**src/rtl/cpu_exec_pkg.sv**
```systemverilog
// Shared encodings for the execution core: opcodes, ALU operation codes,
// the halt instruction byte and the decoded control word.
package cpu_exec_pkg;

  localparam int DATA_W = 8;

  // Instruction opcodes (instr[7:4])
  localparam logic [3:0] OP_NOP  = 4'h0;
  localparam logic [3:0] OP_ADD  = 4'h1;
  localparam logic [3:0] OP_SUB  = 4'h2;
  localparam logic [3:0] OP_AND  = 4'h3;
  localparam logic [3:0] OP_OR   = 4'h4;
  localparam logic [3:0] OP_XOR  = 4'h5;
  localparam logic [3:0] OP_NOT  = 4'h6;
  localparam logic [3:0] OP_SHL  = 4'h7;
  localparam logic [3:0] OP_SHR  = 4'h8;
  localparam logic [3:0] OP_MOV  = 4'h9;
  localparam logic [3:0] OP_LDI  = 4'hA;
  localparam logic [3:0] OP_ADDI = 4'hB;
  localparam logic [3:0] OP_LD   = 4'hC;
  localparam logic [3:0] OP_ST   = 4'hD;
  localparam logic [3:0] OP_INC  = 4'hE;
  localparam logic [3:0] OP_HLT  = 4'hF;

  // ALU operation codes
  localparam logic [3:0] ALU_ADD    = 4'h0;
  localparam logic [3:0] ALU_SUB    = 4'h1;
  localparam logic [3:0] ALU_AND    = 4'h2;
  localparam logic [3:0] ALU_OR     = 4'h3;
  localparam logic [3:0] ALU_XOR    = 4'h4;
  localparam logic [3:0] ALU_NOT    = 4'h5;
  localparam logic [3:0] ALU_SHL    = 4'h6;
  localparam logic [3:0] ALU_SHR    = 4'h7;
  localparam logic [3:0] ALU_PASS_A = 4'h8;
  localparam logic [3:0] ALU_PASS_B = 4'h9;
  localparam logic [3:0] ALU_INC    = 4'hA;

  // Only this exact byte halts; other F-prefixed bytes decode to nothing
  localparam logic [7:0] HLT_INSTR = 8'hF0;

  // Decoded control word
  typedef struct packed {
    logic       reg_write;
    logic       mem_write;
    logic       mem_read;
    logic       use_imm;
    logic       is_two_byte;
    logic       halt;
    logic [3:0] alu_op;
  } ctrl_t;

endpackage

```
**src/rtl/cpu_exec_core_if.sv**
```systemverilog
// Instruction/operand/result bundle between the fetch/register side and the
// execution core. The core uses the slave view; the driver uses master.
interface cpu_exec_core_if;
  import cpu_exec_pkg::*;

  logic [DATA_W-1:0] instr;
  logic [DATA_W-1:0] next_byte;
  logic [DATA_W-1:0] read_data1;
  logic [DATA_W-1:0] read_data2;
  logic [1:0]        reg_dst;
  logic [1:0]        reg_src;
  logic [3:0]        alu_op;
  logic              reg_write;
  logic              mem_write;
  logic              mem_read;
  logic              use_imm;
  logic              is_two_byte;
  logic              halt;
  logic [DATA_W-1:0] alu_result;
  logic [DATA_W-1:0] mem_data;
  logic [DATA_W-1:0] write_back_data;

  modport master (
    output instr, next_byte, read_data1, read_data2,
    input  reg_dst, reg_src, alu_op, reg_write, mem_write, mem_read,
           use_imm, is_two_byte, halt, alu_result, mem_data, write_back_data
  );

  modport slave (
    input  instr, next_byte, read_data1, read_data2,
    output reg_dst, reg_src, alu_op, reg_write, mem_write, mem_read,
           use_imm, is_two_byte, halt, alu_result, mem_data, write_back_data
  );

endinterface

```
**src/rtl/exec_alu.sv**
```systemverilog
// Combinational 8-bit ALU; all arithmetic wraps modulo 256, no flags.
// Undefined operation codes produce zero.
module exec_alu
  import cpu_exec_pkg::*;
(
  input  logic [3:0]        op,
  input  logic [DATA_W-1:0] a,
  input  logic [DATA_W-1:0] b,
  output logic [DATA_W-1:0] y
);

  // Select the result for the requested operation
  always_comb begin
    y = '0;
    case (op)
      ALU_ADD:    y = a + b;
      ALU_SUB:    y = a - b;
      ALU_AND:    y = a & b;
      ALU_OR:     y = a | b;
      ALU_XOR:    y = a ^ b;
      ALU_NOT:    y = ~a;
      ALU_SHL:    y = {a[DATA_W-2:0], 1'b0};
      ALU_SHR:    y = {1'b0, a[DATA_W-1:1]};
      ALU_PASS_A: y = a;
      ALU_PASS_B: y = b;
      ALU_INC:    y = a + 8'd1;
      default:    y = '0;
    endcase
  end

endmodule

```
**src/rtl/cpu_exec_core.sv**
```systemverilog
// Single-cycle execute stage: combinational decode of the instruction byte,
// the ALU, and a small data memory with combinational read and clocked write.
// Reset (active-low, asynchronous) clears the whole memory and holds it clear.
module cpu_exec_core
  import cpu_exec_pkg::*;
#(
  parameter int MEM_DEPTH = 256
) (
  input  logic           clk,
  input  logic           rst,
  cpu_exec_core_if.slave bus
);

  localparam int AW = (MEM_DEPTH > 1) ? $clog2(MEM_DEPTH) : 1;

  ctrl_t             ctrl;
  logic [DATA_W-1:0] alu_b;
  logic [DATA_W-1:0] alu_y;
  logic [AW-1:0]     addr;
  logic              in_range;
  logic [DATA_W-1:0] mem_q [MEM_DEPTH];
  logic [DATA_W-1:0] mem_d [MEM_DEPTH];
  logic [DATA_W-1:0] rd_data;

  // Decode the opcode nibble into the control word; unlisted strobes stay 0
  always_comb begin
    ctrl = '0;
    case (bus.instr[7:4])
      OP_NOP:  ctrl = '0;
      OP_ADD:  begin ctrl.reg_write = 1'b1; ctrl.alu_op = ALU_ADD;    end
      OP_SUB:  begin ctrl.reg_write = 1'b1; ctrl.alu_op = ALU_SUB;    end
      OP_AND:  begin ctrl.reg_write = 1'b1; ctrl.alu_op = ALU_AND;    end
      OP_OR:   begin ctrl.reg_write = 1'b1; ctrl.alu_op = ALU_OR;     end
      OP_XOR:  begin ctrl.reg_write = 1'b1; ctrl.alu_op = ALU_XOR;    end
      OP_NOT:  begin ctrl.reg_write = 1'b1; ctrl.alu_op = ALU_NOT;    end
      OP_SHL:  begin ctrl.reg_write = 1'b1; ctrl.alu_op = ALU_SHL;    end
      OP_SHR:  begin ctrl.reg_write = 1'b1; ctrl.alu_op = ALU_SHR;    end
      OP_MOV:  begin ctrl.reg_write = 1'b1; ctrl.alu_op = ALU_PASS_B; end
      OP_LDI: begin
        ctrl.reg_write   = 1'b1;
        ctrl.use_imm     = 1'b1;
        ctrl.is_two_byte = 1'b1;
        ctrl.alu_op      = ALU_PASS_B;
      end
      OP_ADDI: begin
        ctrl.reg_write   = 1'b1;
        ctrl.use_imm     = 1'b1;
        ctrl.is_two_byte = 1'b1;
        ctrl.alu_op      = ALU_ADD;
      end
      // Address comes from Rs through operand B
      OP_LD: begin
        ctrl.reg_write = 1'b1;
        ctrl.mem_read  = 1'b1;
        ctrl.alu_op    = ALU_PASS_B;
      end
      // Address comes from Rd through operand A; data is Rs
      OP_ST: begin
        ctrl.mem_write = 1'b1;
        ctrl.alu_op    = ALU_PASS_A;
      end
      OP_INC:  begin ctrl.reg_write = 1'b1; ctrl.alu_op = ALU_INC;    end
      OP_HLT:  ctrl.halt = (bus.instr == HLT_INSTR);
      default: ctrl = '0;
    endcase
  end

  // Operand B is the immediate byte for two-byte instructions
  always_comb begin
    alu_b = ctrl.use_imm ? bus.next_byte : bus.read_data2;
  end

  exec_alu u_alu (
    .op (ctrl.alu_op),
    .a  (bus.read_data1),
    .b  (alu_b),
    .y  (alu_y)
  );

  // Address decode; addresses beyond a reduced memory neither read nor write
  always_comb begin
    addr     = AW'(alu_y);
    in_range = (32'(alu_y) < 32'(MEM_DEPTH));
  end

  // Next memory image: one word replaced by store data on a store
  always_comb begin
    mem_d = mem_q;
    if (ctrl.mem_write && in_range) begin
      mem_d[addr] = bus.read_data2;
    end
  end

  // Memory state; reset clears every word and blocks writes while held low
  always_ff @(posedge clk or negedge rst) begin
    if (!rst) begin
      for (int i = 0; i < MEM_DEPTH; i++) begin
        mem_q[i] <= '0;
      end
    end else begin
      mem_q <= mem_d;
    end
  end

  // Combinational read sees the pre-edge contents, so a same-cycle write
  // only becomes visible on the following cycle
  always_comb begin
    rd_data = '0;
    if (ctrl.mem_read && in_range) begin
      rd_data = mem_q[addr];
    end
  end

  // Drive the result bundle
  always_comb begin
    bus.reg_dst         = bus.instr[3:2];
    bus.reg_src         = bus.instr[1:0];
    bus.alu_op          = ctrl.alu_op;
    bus.reg_write       = ctrl.reg_write;
    bus.mem_write       = ctrl.mem_write;
    bus.mem_read        = ctrl.mem_read;
    bus.use_imm         = ctrl.use_imm;
    bus.is_two_byte     = ctrl.is_two_byte;
    bus.halt            = ctrl.halt;
    bus.alu_result      = alu_y;
    bus.mem_data        = rd_data;
    bus.write_back_data = ctrl.mem_read ? rd_data : alu_y;
  end

endmodule

```
**src/flat_wrapper.sv**
```systemverilog
// flat-port wrapper written by rule: the top's interface ports become plain ports
module cpu_exec_core_flat import cpu_exec_pkg::*;
#(
  parameter int MEM_DEPTH = 256
)
  (clk, rst, bus_instr, bus_next_byte, bus_read_data1, bus_read_data2, bus_reg_dst, bus_reg_src, bus_alu_op, bus_reg_write, bus_mem_write, bus_mem_read, bus_use_imm, bus_is_two_byte, bus_halt, bus_alu_result, bus_mem_data, bus_write_back_data);
  cpu_exec_core_if bus_i ();
  input  logic clk;
  input  logic rst;
  input wire logic [$bits(bus_i.instr)-1:0] bus_instr;
  input wire logic [$bits(bus_i.next_byte)-1:0] bus_next_byte;
  input wire logic [$bits(bus_i.read_data1)-1:0] bus_read_data1;
  input wire logic [$bits(bus_i.read_data2)-1:0] bus_read_data2;
  output wire logic [$bits(bus_i.reg_dst)-1:0] bus_reg_dst;
  output wire logic [$bits(bus_i.reg_src)-1:0] bus_reg_src;
  output wire logic [$bits(bus_i.alu_op)-1:0] bus_alu_op;
  output wire logic [$bits(bus_i.reg_write)-1:0] bus_reg_write;
  output wire logic [$bits(bus_i.mem_write)-1:0] bus_mem_write;
  output wire logic [$bits(bus_i.mem_read)-1:0] bus_mem_read;
  output wire logic [$bits(bus_i.use_imm)-1:0] bus_use_imm;
  output wire logic [$bits(bus_i.is_two_byte)-1:0] bus_is_two_byte;
  output wire logic [$bits(bus_i.halt)-1:0] bus_halt;
  output wire logic [$bits(bus_i.alu_result)-1:0] bus_alu_result;
  output wire logic [$bits(bus_i.mem_data)-1:0] bus_mem_data;
  output wire logic [$bits(bus_i.write_back_data)-1:0] bus_write_back_data;
  assign bus_i.instr = bus_instr;
  assign bus_i.next_byte = bus_next_byte;
  assign bus_i.read_data1 = bus_read_data1;
  assign bus_i.read_data2 = bus_read_data2;
  assign bus_reg_dst = bus_i.reg_dst;
  assign bus_reg_src = bus_i.reg_src;
  assign bus_alu_op = bus_i.alu_op;
  assign bus_reg_write = bus_i.reg_write;
  assign bus_mem_write = bus_i.mem_write;
  assign bus_mem_read = bus_i.mem_read;
  assign bus_use_imm = bus_i.use_imm;
  assign bus_is_two_byte = bus_i.is_two_byte;
  assign bus_halt = bus_i.halt;
  assign bus_alu_result = bus_i.alu_result;
  assign bus_mem_data = bus_i.mem_data;
  assign bus_write_back_data = bus_i.write_back_data;
  cpu_exec_core #(.MEM_DEPTH(MEM_DEPTH)) u_core (.clk(clk), .rst(rst), .bus(bus_i));
endmodule
```
**config.mk**
```make
export PLATFORM = sky130hd
export DESIGN_NAME = cpu_exec_core_flat
export DESIGN_NICKNAME = d
export VERILOG_FILES = /design/src/rtl/cpu_exec_pkg.sv /design/src/rtl/cpu_exec_core_if.sv /design/src/rtl/exec_alu.sv /design/src/rtl/cpu_exec_core.sv /design/src/flat_wrapper.sv
export SDC_FILE = /design/constraint.sdc
export NUM_CORES = 2
export LEC_CHECK = 0
export ABC_AREA = 1
export ABC_CLOCK_PERIOD_IN_PS = 5500
export CORE_UTILIZATION = 55
export DETAILED_ROUTE_END_ITERATION = 10
export PLACE_DENSITY = 0.83
export SLEW_MARGIN = 20
export SYNTH_ARGS = -nofsm -noshare
export SYNTH_HDL_FRONTEND = slang
export SYNTH_SLANG_ARGS = --single-unit
```
**constraint.sdc**
```tcl
create_clock -name clk -period 5.5 [get_ports clk]
set_input_delay 1.1 -clock clk [delete_from_list [all_inputs] [get_ports clk]]
set_output_delay 1.1 -clock clk [all_outputs]
set_load 0.1 [all_outputs]
```
==> results.cfg <==
[floorplan]
initial_core_util = 0.554
die_area_um2 = 177000
core_area_um2 = 174000
pin_count = 72
fp.dieW_um = 421
rows = 153
die_h_um = 421

[logic_synthesis]
synth_edf_count = 0
synth_top_family_by_area = simple AND/OR/NAND/NOR gates
ys_ff_latch = 2048
synth_cell_types = 48
postSynthAreaPerCell_um2 = 7.54
synthAdderAreaFrac = 0.00345
yosysWarnings = 0
ys.flop_type = dfrtp_1
synth-xor-area-share = 0.000182
syn_inst = 12800
yosysSeqAreaShare = 0.532
syn_nets = 12800
synth-compound-area-share = 0.126
syn_area_um2 = 96400
async_flop_share = 1.00
synthSimpleGateAreaFrac = 0.295
synthMuxAreaShare = 0

[clock_tree]
ctsHoldBuffers = 0
clkSinkCount = 2048
cts-root-buf = clkbuf_16
worstSkewPairLatency_ns = 0.88
clockBufferDepth = 3
cts_tree = built
htreeDepth = 4
cts_buffers = 204
clk_pin_slew_ns = 0.06

[flow_run]
cap_violations = 0

[final_layout]
area_growth_pct = 20.9
reg_top3 = u_core.mem_q: 2048 flops
multiInputGateArea_um2 = 42700
final_cells = 15600
drive_gt1_frac = 0.142
stdcell_area_um2 = 117000
seqCellArea_um2 = 51200
final_nets = 13200
largest_register_ffs = 2048
num-fill-cells = 12800
top_register = u_core.mem_q

[placed_design]
io_buffers = 71
numPlacedInstances = 15100
postPlaceCellArea_um2 = 105000
dp_hpwl_um = 202000
place.gp.congestion = 1.03

[power_and_ir_drop]
ir_drop_mv = 0.369
power.total_mw = 37.7
p_leak_nw = 57.4
power_density_nw_per_um2 = 324

[global_route]
grtUsageMet2 = 0.557
grt_use_met1 = 0.470
first_global_vias = 90500
busiest_layer = met2
grt_overflow = 0
grt_max_degree = 192
antenna_found_initial = 11
grt.total_usage = 0.375
met3_usage = 0.106
grt_pass1_wl_um = 515000

[routing]
post_drt_wl_per_cell_um = 21.4
routed_wl_um = 334000
drtIter0Drc = 14000
vias_per_cell = 6.03
drc_errors = 2
ant_nets = 0
dr.pass1.iters = 11
vias = 94200

[status]
violations = design-rule violations, max-slew violations, negative setup slack
status = finished with violations

[setup_path]
critical_path_required_ns = 4.40
crit_path_end = bus_mem_data[1]
crit_type = in2out
ff2ff_path_depth = 2
startpoint_type = input pin
cpMostUsedCell = nand2_1
critPathTopFamily = simple AND/OR/NAND/NOR gates
reg2reg_from = u_core.mem_q[2003]
setup.worst_path.start = bus_read_data2[3]
arrival_ns = 5.26
path_max_fanout = 5
r2r_slack_ns = 4.70
path_buf_inv = 9
cp_num_cells = 29
timing.rr.end = u_core.mem_q[2003]
cpPeakStageDelay_ns = 0.51
crit_path_end_kind = output port
cp_slowest_cell = clkdlybuf4s50_1

[timing]
slew-limit-headroom = -0.0734
hold_viol = 0
drv_slew = 58
fin_crit_sh = 1.16
skew_ns = 0
setup_violations = 16
clock.fmax_mhz = 157
post-route-min-period_ns = 6.36
setup_ws_ns = -0.857
rsz0062_at_grt = true
tightest_slew_ns = 1.61

[hold_path]
min_path_type = in2async
## cells in the mapped netlist, drive strengths merged (2+ instances only)
cell	number	area share
nand3b	3	0.00023
o2111ai	2	0.00018
nand2	6964	0.27
xor2	2	0.00018
nor2	198	0.0097
nand4	91	0.0060
o2bb2ai	2	0.00018
a211oi	4	0.00036
o21ai	2168	0.11
nand3	64	0.0037
clkinv	3	0.00013
dfrtp	2048	0.53
a22oi	54	0.0042
buf	356	0.020
o22ai	7	0.00045
nor3	4	0.00026
a21oi	138	0.0072
o211ai	2	0.00016
inv	83	0.0033
clkbuf	549	0.021
or2	5	0.00032
ha	25	0.0032
o31ai	2	0.00016
## worst reg2reg max path, stage by stage (launching register included)
cell     delay [ns]
dfrtp_1        0.40
nand2_1        0.12
o21ai_0        0.11
## stage by stage
stage	hold WS (ns)	utilization	setup TNS [ns]	setup slack (ns)
CTS	0.139	0.663	-10.62	-0.727
global placement	0.464	0.604	-479.04	-1.78
floorplan	0.447	-	-391.25	-1.64
global route	0.158	0.670	-14.10	-0.944
detailed placement	0.472	0.604	-677.21	-1.83
finish	0.133	0.670	-12.26	-0.857
## cell type report
type                            count  share of cell area
Sequential cell                  2048               0.440
Multi-Input combinational cell   9740               0.367
Timing Repair Buffer             1042               0.102
Clock buffer                      292              0.0509
Tap cell                         2325              0.0250
Clock inverter                     86              0.0116
Inverter                           86             0.00394
Antenna cell                        5            0.000107
## power by group
group	switching, mW	internal [mW]
combinational	4.44	2.50
clock	6.27	8.93
sequential	0.206	15.4
total	10.9	26.8
## cell usage in the layout (no fill, tap or decap), types with 6 or more instances in the layout
cell type	instances
nand3_2	14
bufinv_16	30
o21ai_0	1870
clkbuf_16	210
a22oi_1	50
nor2_4	67
clkbuf_8	43
clkinv_2	30
nand2_2	229
nand3_1	33
clkdlybuf4s50_1	27
ha_4	6
ha_1	19
o21ai_1	273
inv_1	40
a21oi_2	6
bufbuf_16	12
nor2_2	55
clkbuf_1	42
buf_4	664
buf_16	33
a21oi_1	127
buf_12	210
buf_6	74
clkinvlp_4	21
buf_8	12
nand4_1	89
inv_2	17
nand2_1	6677
o22ai_1	7
inv_8	9
nor2_1	74
dfrtp_1	2048
o21ai_2	21
nand3_4	17
nand2_4	55
## per-layer routing
metal | share of wire | routed length [µm]
met1 | 0.36 | 119000
met2 | 0.43 | 145000
met3 | 0.13 | 42500
met4 | 0.082 | 27300
met5 | 0.00031 | 103
## what timing repair did
item                       4_1_cts  5_1_grt
setup buffers                   77       22
gates resized for setup        423      240
pin swaps                      178      150
cloned                          33        3
setup endpoints to repair       20       17
## worst min-delay path by stage
stage,startpoint,to,slack [ns],depth (start not counted)
floorplan,u_core.mem_q[1941],u_core.mem_q[1941],0.45,2
global placement,u_core.mem_q[1941],u_core.mem_q[1941],0.46,2
detailed placement,u_core.mem_q[1941],u_core.mem_q[1941],0.47,2
CTS,rst,u_core.mem_q[1278],0.14,1
global route,rst,u_core.mem_q[1033],0.16,1
finish,rst,u_core.mem_q[1033],0.13,1
## logic make-up after synthesis
logic type | Yosys count
AO/OA/AOI/OAI | 2381
XOR/XNOR | 2
AND/OR/NAND/NOR | 7331
flip-flops | 2048
adder cells (fa/ha/maj) | 26
buffers and inverters | 991
Note: power is estimated with default switching activity, not from simulation.
